==> src/rtl/predictor_input_queue_pkg.sv <==
// Shared widths and record layout for the predictor input queue.
// Build option: PRED_QUEUE_OVF_CNT_EN adds an 8-bit dropped-push counter.
package pred_pkg;
  localparam int ADDR_W_DEF = 11;
  localparam int BR_W_DEF   = 14;
  localparam int DATA_W_DEF = 16;
  localparam int DEPTH_DEF  = 4;

  typedef struct packed {
    logic [ADDR_W_DEF-1:0] jump_addr;
    logic [BR_W_DEF-1:0]   branch;
    logic [ADDR_W_DEF-1:0] branch_addr;
    logic [DATA_W_DEF-1:0] W;
    logic                  CY;
  } pred_rec_t;

  // Flat record width, field order as in pred_rec_t (jump_addr MSB, CY LSB).
  function automatic int rec_w(input int addr_w, input int br_w, input int data_w);
    return 2*addr_w + br_w + data_w + 1;
  endfunction
endpackage

==> src/rtl/predictor_input_queue_if.sv <==
// Producer/consumer bundle of the predictor input queue.
// Build option: PRED_QUEUE_OVF_CNT_EN adds ovf_count.
interface predictor_input_queue_if
  import pred_pkg::*;
#(
  parameter int ADDR_W = ADDR_W_DEF,
  parameter int BR_W   = BR_W_DEF,
  parameter int DATA_W = DATA_W_DEF,
  parameter int DEPTH  = DEPTH_DEF
);
  localparam int LW = $clog2(DEPTH) + 1;

  logic              exec_done;
  logic [ADDR_W-1:0] jump_addr;
  logic [BR_W-1:0]   branch;
  logic [ADDR_W-1:0] branch_addr;
  logic [DATA_W-1:0] W;
  logic              CY;
  logic              out_ready;
  logic              clear_ovf;

  logic              out_valid;
  logic [ADDR_W-1:0] out_jump_addr;
  logic [BR_W-1:0]   out_branch;
  logic [ADDR_W-1:0] out_branch_addr;
  logic [DATA_W-1:0] out_W;
  logic              out_CY;
  logic [LW-1:0]     level;
  logic              full;
  logic              empty;
  logic              overflow;
`ifdef PRED_QUEUE_OVF_CNT_EN
  logic [7:0]        ovf_count;

  modport master (
    output exec_done, jump_addr, branch, branch_addr, W, CY, out_ready, clear_ovf,
    input  out_valid, out_jump_addr, out_branch, out_branch_addr, out_W, out_CY,
    input  level, full, empty, overflow, ovf_count
  );
  modport slave (
    input  exec_done, jump_addr, branch, branch_addr, W, CY, out_ready, clear_ovf,
    output out_valid, out_jump_addr, out_branch, out_branch_addr, out_W, out_CY,
    output level, full, empty, overflow, ovf_count
  );
`else
  modport master (
    output exec_done, jump_addr, branch, branch_addr, W, CY, out_ready, clear_ovf,
    input  out_valid, out_jump_addr, out_branch, out_branch_addr, out_W, out_CY,
    input  level, full, empty, overflow
  );
  modport slave (
    input  exec_done, jump_addr, branch, branch_addr, W, CY, out_ready, clear_ovf,
    output out_valid, out_jump_addr, out_branch, out_branch_addr, out_W, out_CY,
    output level, full, empty, overflow
  );
`endif
endinterface

==> src/rtl/predictor_input_queue_mem.sv <==
// Record storage: DEPTH slots, one synchronous write port, one async read port, no reset.
module pred_queue_mem
  import pred_pkg::*;
#(
  parameter int REC_W = rec_w(ADDR_W_DEF, BR_W_DEF, DATA_W_DEF),
  parameter int DEPTH = DEPTH_DEF,
  localparam int AW   = $clog2(DEPTH)
) (
  input  logic             clock,
  input  logic             i_we,
  input  logic [AW-1:0]    i_waddr,
  input  logic [REC_W-1:0] i_wdata,
  input  logic [AW-1:0]    i_raddr,
  output logic [REC_W-1:0] o_rdata
);
  logic [REC_W-1:0] r_mem [DEPTH];

  always_ff @(posedge clock)
    if (i_we) r_mem[i_waddr] <= i_wdata;

  assign o_rdata = r_mem[i_raddr];
endmodule

==> src/rtl/predictor_input_queue.sv <==
// Show-ahead record FIFO with registered head and sticky overflow.
// Build option: PRED_QUEUE_OVF_CNT_EN adds a saturating dropped-push counter.
module predictor_input_queue
  import pred_pkg::*;
#(
  parameter int ADDR_W = ADDR_W_DEF,
  parameter int BR_W   = BR_W_DEF,
  parameter int DATA_W = DATA_W_DEF,
  parameter int DEPTH  = DEPTH_DEF
) (
  input  logic                    clock,
  input  logic                    reset,
  predictor_input_queue_if.slave  q
);
  localparam int REC_W = rec_w(ADDR_W, BR_W, DATA_W);
  localparam int PW    = $clog2(DEPTH);
  localparam int LW    = PW + 1;
  localparam int O_BA  = DATA_W + 1;
  localparam int O_BR  = O_BA + ADDR_W;
  localparam int O_JA  = O_BR + BR_W;

  logic [PW-1:0]    r_wr_ptr, r_rd_ptr;
  logic [LW-1:0]    r_level;
  logic             r_out_valid;
  logic [REC_W-1:0] r_out;
  logic             r_ovf;

  logic             w_full, w_pop, w_push, w_drop;
  logic [PW-1:0]    w_rd_nxt;
  logic [LW-1:0]    w_lvl_nxt, w_remain;
  logic [REC_W-1:0] w_in_rec, w_mem_rd;

  assign w_full    = (r_level == LW'(DEPTH));
  assign w_pop     = r_out_valid & q.out_ready;
  assign w_push    = q.exec_done & (~w_full | w_pop);
  assign w_drop    = q.exec_done & w_full & ~w_pop;
  assign w_rd_nxt  = r_rd_ptr + PW'(w_pop);
  assign w_remain  = r_level - LW'(w_pop);
  assign w_lvl_nxt = w_remain + LW'(w_push);
  assign w_in_rec  = {q.jump_addr, q.branch, q.branch_addr, q.W, q.CY};

  pred_queue_mem #(.REC_W(REC_W), .DEPTH(DEPTH)) u_mem (
    .clock   (clock),
    .i_we    (w_push & ~reset),
    .i_waddr (r_wr_ptr),
    .i_wdata (w_in_rec),
    .i_raddr (w_rd_nxt),
    .o_rdata (w_mem_rd)
  );

  // Head register is loaded with the record that will be at the front after this
  // edge: an older stored record if any survive the pop, else the incoming one.
  always_ff @(posedge clock) begin
    if (reset) begin
      r_wr_ptr    <= '0;
      r_rd_ptr    <= '0;
      r_level     <= '0;
      r_out_valid <= 1'b0;
      r_out       <= '0;
      r_ovf       <= 1'b0;
    end else begin
      r_wr_ptr <= r_wr_ptr + PW'(w_push);
      r_rd_ptr <= w_rd_nxt;
      r_level  <= w_lvl_nxt;
      if (w_lvl_nxt != '0) begin
        r_out_valid <= 1'b1;
        r_out       <= (w_remain != '0) ? w_mem_rd : w_in_rec;
      end else begin
        r_out_valid <= 1'b0;
      end
      if (w_drop)           r_ovf <= 1'b1;
      else if (q.clear_ovf) r_ovf <= 1'b0;
    end
  end

`ifdef PRED_QUEUE_OVF_CNT_EN
  logic [7:0] r_ovf_cnt;

  always_ff @(posedge clock) begin
    if (reset)                         r_ovf_cnt <= '0;
    else if (q.clear_ovf)              r_ovf_cnt <= {7'd0, w_drop};
    else if (w_drop && r_ovf_cnt != 8'hFF) r_ovf_cnt <= r_ovf_cnt + 8'd1;
  end

  assign q.ovf_count = r_ovf_cnt;
`endif

  assign q.out_valid       = r_out_valid;
  assign q.out_CY          = r_out[0];
  assign q.out_W           = r_out[DATA_W:1];
  assign q.out_branch_addr = r_out[O_BR-1:O_BA];
  assign q.out_branch      = r_out[O_JA-1:O_BR];
  assign q.out_jump_addr   = r_out[REC_W-1:O_JA];
  assign q.level           = r_level;
  assign q.full            = w_full;
  assign q.empty           = (r_level == '0);
  assign q.overflow        = r_ovf;
endmodule

==> src/flat_wrapper.sv <==
// flat-port wrapper written by rule: the top's interface ports become plain ports
module predictor_input_queue_flat import pred_pkg::*;
#(
  parameter int ADDR_W = ADDR_W_DEF,
  parameter int BR_W   = BR_W_DEF,
  parameter int DATA_W = DATA_W_DEF,
  parameter int DEPTH  = DEPTH_DEF
)
  (clock, reset, q_exec_done, q_jump_addr, q_branch, q_branch_addr, q_W, q_CY, q_out_ready, q_clear_ovf, q_out_valid, q_out_jump_addr, q_out_branch, q_out_branch_addr, q_out_W, q_out_CY, q_level, q_full, q_empty, q_overflow);
  predictor_input_queue_if #(.ADDR_W(ADDR_W), .BR_W(BR_W), .DATA_W(DATA_W), .DEPTH(DEPTH)) q_i ();
  input  logic clock;
  input  logic reset;
  input wire logic [$bits(q_i.exec_done)-1:0] q_exec_done;
  input wire logic [$bits(q_i.jump_addr)-1:0] q_jump_addr;
  input wire logic [$bits(q_i.branch)-1:0] q_branch;
  input wire logic [$bits(q_i.branch_addr)-1:0] q_branch_addr;
  input wire logic [$bits(q_i.W)-1:0] q_W;
  input wire logic [$bits(q_i.CY)-1:0] q_CY;
  input wire logic [$bits(q_i.out_ready)-1:0] q_out_ready;
  input wire logic [$bits(q_i.clear_ovf)-1:0] q_clear_ovf;
  output wire logic [$bits(q_i.out_valid)-1:0] q_out_valid;
  output wire logic [$bits(q_i.out_jump_addr)-1:0] q_out_jump_addr;
  output wire logic [$bits(q_i.out_branch)-1:0] q_out_branch;
  output wire logic [$bits(q_i.out_branch_addr)-1:0] q_out_branch_addr;
  output wire logic [$bits(q_i.out_W)-1:0] q_out_W;
  output wire logic [$bits(q_i.out_CY)-1:0] q_out_CY;
  output wire logic [$bits(q_i.level)-1:0] q_level;
  output wire logic [$bits(q_i.full)-1:0] q_full;
  output wire logic [$bits(q_i.empty)-1:0] q_empty;
  output wire logic [$bits(q_i.overflow)-1:0] q_overflow;
  assign q_i.exec_done = q_exec_done;
  assign q_i.jump_addr = q_jump_addr;
  assign q_i.branch = q_branch;
  assign q_i.branch_addr = q_branch_addr;
  assign q_i.W = q_W;
  assign q_i.CY = q_CY;
  assign q_i.out_ready = q_out_ready;
  assign q_i.clear_ovf = q_clear_ovf;
  assign q_out_valid = q_i.out_valid;
  assign q_out_jump_addr = q_i.out_jump_addr;
  assign q_out_branch = q_i.out_branch;
  assign q_out_branch_addr = q_i.out_branch_addr;
  assign q_out_W = q_i.out_W;
  assign q_out_CY = q_i.out_CY;
  assign q_level = q_i.level;
  assign q_full = q_i.full;
  assign q_empty = q_i.empty;
  assign q_overflow = q_i.overflow;
  predictor_input_queue #(.ADDR_W(ADDR_W), .BR_W(BR_W), .DATA_W(DATA_W), .DEPTH(DEPTH)) u_core (.clock(clock), .reset(reset), .q(q_i));
endmodule
==> config.mk <==
export PLATFORM = sky130hd
export DESIGN_NAME = predictor_input_queue_flat
export DESIGN_NICKNAME = d
export VERILOG_FILES = /design/src/rtl/predictor_input_queue_pkg.sv /design/src/rtl/predictor_input_queue_if.sv /design/src/rtl/predictor_input_queue_mem.sv /design/src/rtl/predictor_input_queue.sv /design/src/flat_wrapper.sv
export SDC_FILE = /design/constraint.sdc
export NUM_CORES = 1
export LEC_CHECK = 0
export ABC_AREA = 1
export CAP_MARGIN = 10
export CELL_PAD_IN_SITES_DETAIL_PLACEMENT = 0
export CELL_PAD_IN_SITES_GLOBAL_PLACEMENT = 1
export CORE_MARGIN = 2
export CORE_UTILIZATION = 35
export CTS_CLUSTER_DIAMETER = 50
export DETAILED_ROUTE_END_ITERATION = 16
export PLACE_DENSITY_LB_ADDON = 0.1
export SYNTH_ARGS = -nofsm -noshare
export SYNTH_HDL_FRONTEND = slang
export SYNTH_HIERARCHICAL = 1
export SYNTH_SLANG_ARGS = --single-unit
==> constraint.sdc <==
create_clock -name clock -period 7.4 [get_ports clock]
set_input_delay 1.85 -clock clock [delete_from_list [all_inputs] [get_ports clock]]
set_output_delay 1.85 -clock clock [all_outputs]
set_load 0.1 [all_outputs]
Word-level counts from Yosys, hierarchy flattened

Memory sizes are Yosys's and may differ from the RTL's.
Cells that the tools add are included.

Word-level logic and storage cells: 31
Flip-flop bits (word level): 62
Memory bits (writable): 212
Memories kept: 1

Memory list:

| memory             | depth | width | rd ports | clocked after memory_dff | wr ports | RTL line                        | text |
|---|---|---|---|---|---|---|---|
| u_core.u_mem.r_mem | 4     | 53    | 1        | 0                        | 1        | predictor_input_queue_mem.sv:16 | `logic [REC_W-1:0] r_mem [DEPTH];` |

Add/sub/neg operators: 4
Equal/unequal tests: 1
Reduce and logical (&&, ||, !) cells: 4
Mux-type cells: 6
Bitwise operators: 9

Operator list:

| kind                                 | count |
|---|---|
| two-way mux 53 bit                   | 1 |
| nonzero test 3 bit                   | 2 |
| bitwise AND 1 bit                    | 5 |
| two-way mux 1 bit                    | 5 |
| adder 2 x 1 -> 2 bit                 | 2 |
| adder 3 x 1 -> 3 bit                 | 1 |
| == test 3 bit, second input constant | 1 |
| zero test 3 bit                      | 1 |
| inverter 1 bit                       | 3 |
| subtractor 3 x 1 -> 3 bit            | 1 |
| nonzero test 2 bit                   | 1 |
| bitwise OR 1 bit                     | 1 |

Longest topological paths before layout

Word-level depth: 7
Mapped depth: 15
Mapped depth without buffers: 13

Cells and area by module

Netlist, hierarchy kept.

By module, submodules not included:

| module                | cells each | instances | sequential area each (µm²) | area an instance (µm²) |
|---|---|---|---|---|
| pred_queue_mem        | 838        | 1         | 6366.1                     | 8928.6 |
| predictor_input_queue | 583        | 1         | 1241.2                     | 3555.9 |

Least setup slack after synthesis

No wires, ideal clock.

Kind: input -> register
From: in q_out_ready
To: mem u_core/u_mem/r_mem[0][0] (netlist bit) (enable)
Path slack: 1.017 ns
Required time: 6.871 ns
Stages on the path: 6
Setup time: 0.529 ns
Arrival time: 5.854 ns
Cell sequence: nand2_1 > nand2_1 > nand2_1 > nor2_1 > inv_1 > nor3_1

Longest elaborated chain between the ends: 6

RTL lines:

| element                                 | RTL line                        | text |
|---|---|---|
| from (decl)                             | flat_wrapper.sv:19              | `input wire logic [$bits(q_i.out_ready)-1:0] q_out_ready;` |
| bitwise AND 1 bit                       | predictor_input_queue.sv:34     | `assign w_pop = r_out_valid & q.out_ready;` |
| bitwise OR 1 bit                        | predictor_input_queue.sv:35     | `assign w_push = q.exec_done & (~w_full \| w_pop);` |
| bitwise AND 1 bit                       | predictor_input_queue.sv:35     |  |
| bitwise AND 1 bit                       | predictor_input_queue.sv:44     | `.i_we (w_push & ~reset),` |
| two-way mux 1 bit                       | predictor_input_queue_mem.sv:19 | `if (i_we) r_mem[i_waddr] <= i_wdata;` |
| two-way mux 1 bit (implied by the code) | predictor_input_queue_mem.sv:19 |  |
| to (decl)                               | predictor_input_queue_mem.sv:16 |  |

Every way passes these cells.

Worst setup path in the final report

From: in q_out_ready
To: reg u_core.r_out[52]

RTL lines:

| element                 | RTL line                    | text |
|---|---|---|
| bitwise AND 1 bit       | predictor_input_queue.sv:34 |  |
| adder 2 x 1 -> 2 bit    | predictor_input_queue.sv:37 | `assign w_rd_nxt = r_rd_ptr + PW'(w_pop);` |
| via u_core.w_rd_nxt[0]  | predictor_input_queue.sv:29 | `logic [PW-1:0] w_rd_nxt;` |
| memory (4 x 53 bit)     | -                           |  |
| via u_core.w_mem_rd[52] | predictor_input_queue.sv:31 | `logic [REC_W-1:0] w_in_rec, w_mem_rd;` |
| two-way mux 53 bit      | predictor_input_queue.sv:67 | `r_out <= (w_remain != '0) ? w_mem_rd : w_in_rec;` |
| to (signal assigned)    | predictor_input_queue.sv:67 |  |
| to (decl)               | predictor_input_queue.sv:25 | `logic [REC_W-1:0] r_out;` |

The timed path passes the listed nets, and every way through them passes these cells.
A chain may end at the register's enable or synchronous reset.

==> reports/qor.yml <==
drive_above_1_share: 0.0586
synth_area_leaders: "edfxtp_1 51%, nand2_1 13%, dfxtp_1 9.9%"
syn_to_final_growth_pct: 21.8
coreArea_um2: 35300
clkSinkCount: 274
wl_per_cell_um: 16.9
nets: 1589
synth_ff_type: "edfxtp_1"
crit_type: "in -> reg"
path_clk_slew_ns: 0.05
slowest_stage: "clkinv_2"
clock_path_buffers: 3
async_reset_ff_frac: 0
die_area_um2: 37200
slew_headroom: 0.213
min_path_type: "reg -> reg"
slowest_delay_ns: 0.99
ys_warn_count: 6
seqPwrFrac: 0.266
die_h_um: 193
cts_setup_buffers: 0
yosysSeqAreaShare: 0.609
drc: 0
synth.cell_area_um2: 12500
top_level_ports: 118
leakage_nw: 6.88
postSynthCellCount: 1421
dp_hpwl_um: 17900
synth_edf_count: 212
combinationalPowerShare: 0.494
cp.depth: 13
worstPathArrival_ns: 5.16
worstPathMaxFanout: 68
cts_buffers: 37
rsz0062_at_grt: "no"
synth_top_area_share: 0.510
cts_resized: 0
p_sw_frac: 0.472
synth_common_cells: "435 x nand2_1, 283 x inv_1, 215 x nand3_1"
multi_input_area_um2: 3380
ff2ff_setup_slack_ns: 4.10
synth_top_cell_by_area: "edfxtp_1"
seqCellArea_um2: 7610
finalCriticalPeriod_ns: 4.72
tns_ns: 0
dp_slack_ns: 2.05
crit_top_cell: "nand2_1"
dieWidth_um: 193
ant_nets: 0
rows: 69
firstDrtPassIters: 4
start_util: 0.354
critPathTopFamily: "buffers and inverters"
drt_iter0_markers: 463
ir_drop_mv: 0.553
cts_root_buffer: "clkbuf_16"
first_global_vias: 9179
setup_slack_ns: 2.68
yosysMostFrequentCell: "nand2_1"
hold_depth: 2
grt_max_degree: 79
status: "completed"
worstMarginPinSlew_ns: 1.17
grt_pass1_wl_um: 53200
fin_crit_sh: 0.638
fill_cells: 3534
synth_area_per_cell_um2: 8.79
vias_per_cell: 4.52
port_buffers: 117
path_cells: "clkdlybuf4s50_1 -> nand2_1 -> inv_1 -> ha_4 -> clkinv_2 -> buf_4 -> nand2_1 -> nand3_1 -> nand2_1 -> nand2_1 -> nand2_1 -> nor2_1 -> nor2_1"
p_int_w: 0.00395
ys_types: 23
worst_r2r_path_depth: 12
final.setup_skew_ns: 0.0166
cts_tree: "built"
hold_viol_final: 0
p_switching_w: 0.00353
crit_path_end_kind: "flop"
wirelength_um: 34000
critPathLaunchType: "input pin"
synth_nets: 1485
whs_ns: 0.476
grt_overflow: 0
p_per_area_nw_per_um2: 492
critPathRequiredTime_ns: 7.84
path_buf_inv: 4
via_count: 9119
slew_violations: 0
grtUsageTotal: 0.189
ys_ff_latch: 274
place_congestion: 0.705
fmax_mhz: 212
setup_viol: 0
clkPwrFrac: 0.240
htree_num_levels: 2
clkLatencyLatePin_ns: 0.52
hold_buffers: 0
cap_violations: 0
antenna_found_initial: 1
==> per-layer routing <==
metal	track usage	part of all wire	wire (µm)
met1	0.250	0.47	15900
met2	0.324	0.47	16200
met3	0.0298	0.041	1400
met4	0.0449	0.017	574
met5	0	0	0
==> worst register-to-register path: stages, from the launching register on <==
cell and delay (ns):
dfxtp_1 0.31, nand2_1 0.10, inv_1 0.09, ha_4 0.52, clkinv_2 1.01, buf_4 0.60
nand2_1 0.09, nand3_1 0.06, nand2_1 0.10, nand2_1 0.05, nand2_1 0.09, nor2_1 0.05
nor2_1 0.16
==> cells by family (layout without fill, tap and decap cells) <==
logic type | after synthesis | in the layout | synth area share
AO/OA/AOI/OAI | 3 | 3 | 0.00120
XOR/XNOR | 1 | 1 | 0.000702
adder cells (fa/ha/maj) | 6 | 6 | 0.00601
buffers and inverters | 359 | 492 | 0.123
flip-flops | 274 | 274 | 0.609
other | 0 | 1 | 0
AND/OR/NAND/NOR | 778 | 778 | 0.260
==> power groups by stage <==
| stage | logic (W) | registers, W | clock network, W |
|---|---|---|---|
| after global routing | 0.00410 | 0.00201 | 0.00190 |
| after global placement | 0.00374 | 0.00203 | 0 |
| after detailed placement | 0.00375 | 0.00203 | 0 |
| after floorplan | 0.00202 | 0.00287 | 0 |
| final | 0.00369 | 0.00199 | 0.00179 |
| after CTS | 0.00376 | 0.00200 | 0.00184 |
==> worst paths after layout <==
| check | from | end |
|---|---|---|
| min | u_core/q.overflow | u_core/q.overflow |
| min reg2reg | u_core/q.overflow | u_core/q.overflow |
| max | q_out_ready | u_core/r_out[52] |
| max reg2reg | u_core/q.out_valid | u_core/r_out[52] |
==> sequential cells by signal, indices dropped and copies added (netlist names) <==
name and count:
u_core/u_mem/r_mem 212, u_core/r_out 53, u_core/q.level 3, u_core/r_rd_ptr 2, u_core/r_wr_ptr 2, u_core/q.out_valid 1
u_core/q.overflow 1
==> layout make-up <==
| type | count | share of cell area |
|---|---|---|
| Clock buffer | 53 | 0.0689 |
| Multi-Input combinational cell | 788 | 0.222 |
| Sequential cell | 274 | 0.500 |
| Timing Repair Buffer | 135 | 0.0867 |
| Antenna cell | 1 | 0.000165 |
| Tap cell | 461 | 0.0379 |
| Inverter | 289 | 0.0714 |
| Clock inverter | 15 | 0.0121 |
==> layout by cell type (no fill, tap or decap) <==
cell	n
nand3_2	3
nor2_4	1
clkinv_2	4
nor3_2	4
inv_2	5
dfxtp_1	62
clkbuf_1	12
clkbuf_16	39
clkinv_4	2
nand3_1	215
nand2_1	434
buf_12	1
ha_1	5
inv_1	283
clkinv_1	4
nor2_8	1
ha_4	1
buf_4	17
or2_2	1
edfxtp_1	212
nor3_1	2
inv_6	1
o21ai_0	1
clkbuf_8	2
nor2_1	113
diode_2	1
bufinv_16	4
xnor2_1	1
clkdlybuf4s50_1	117
a21oi_1	2
nand2_2	4
clkinvlp_4	1
==> stage by stage <==
step,total power [W],cells,area (µm²),util
detailed placement,0.00577,1947,14000,0.396
CTS,0.00759,2015,15200,0.431
floorplan,0.00489,1421,12500,-
finish,0.00748,2016,15200,0.431
global route,0.00801,2015,15200,0.431
global placement,0.00577,1947,14000,0.396
No activity file was read; power rests on OpenSTA's default activity.
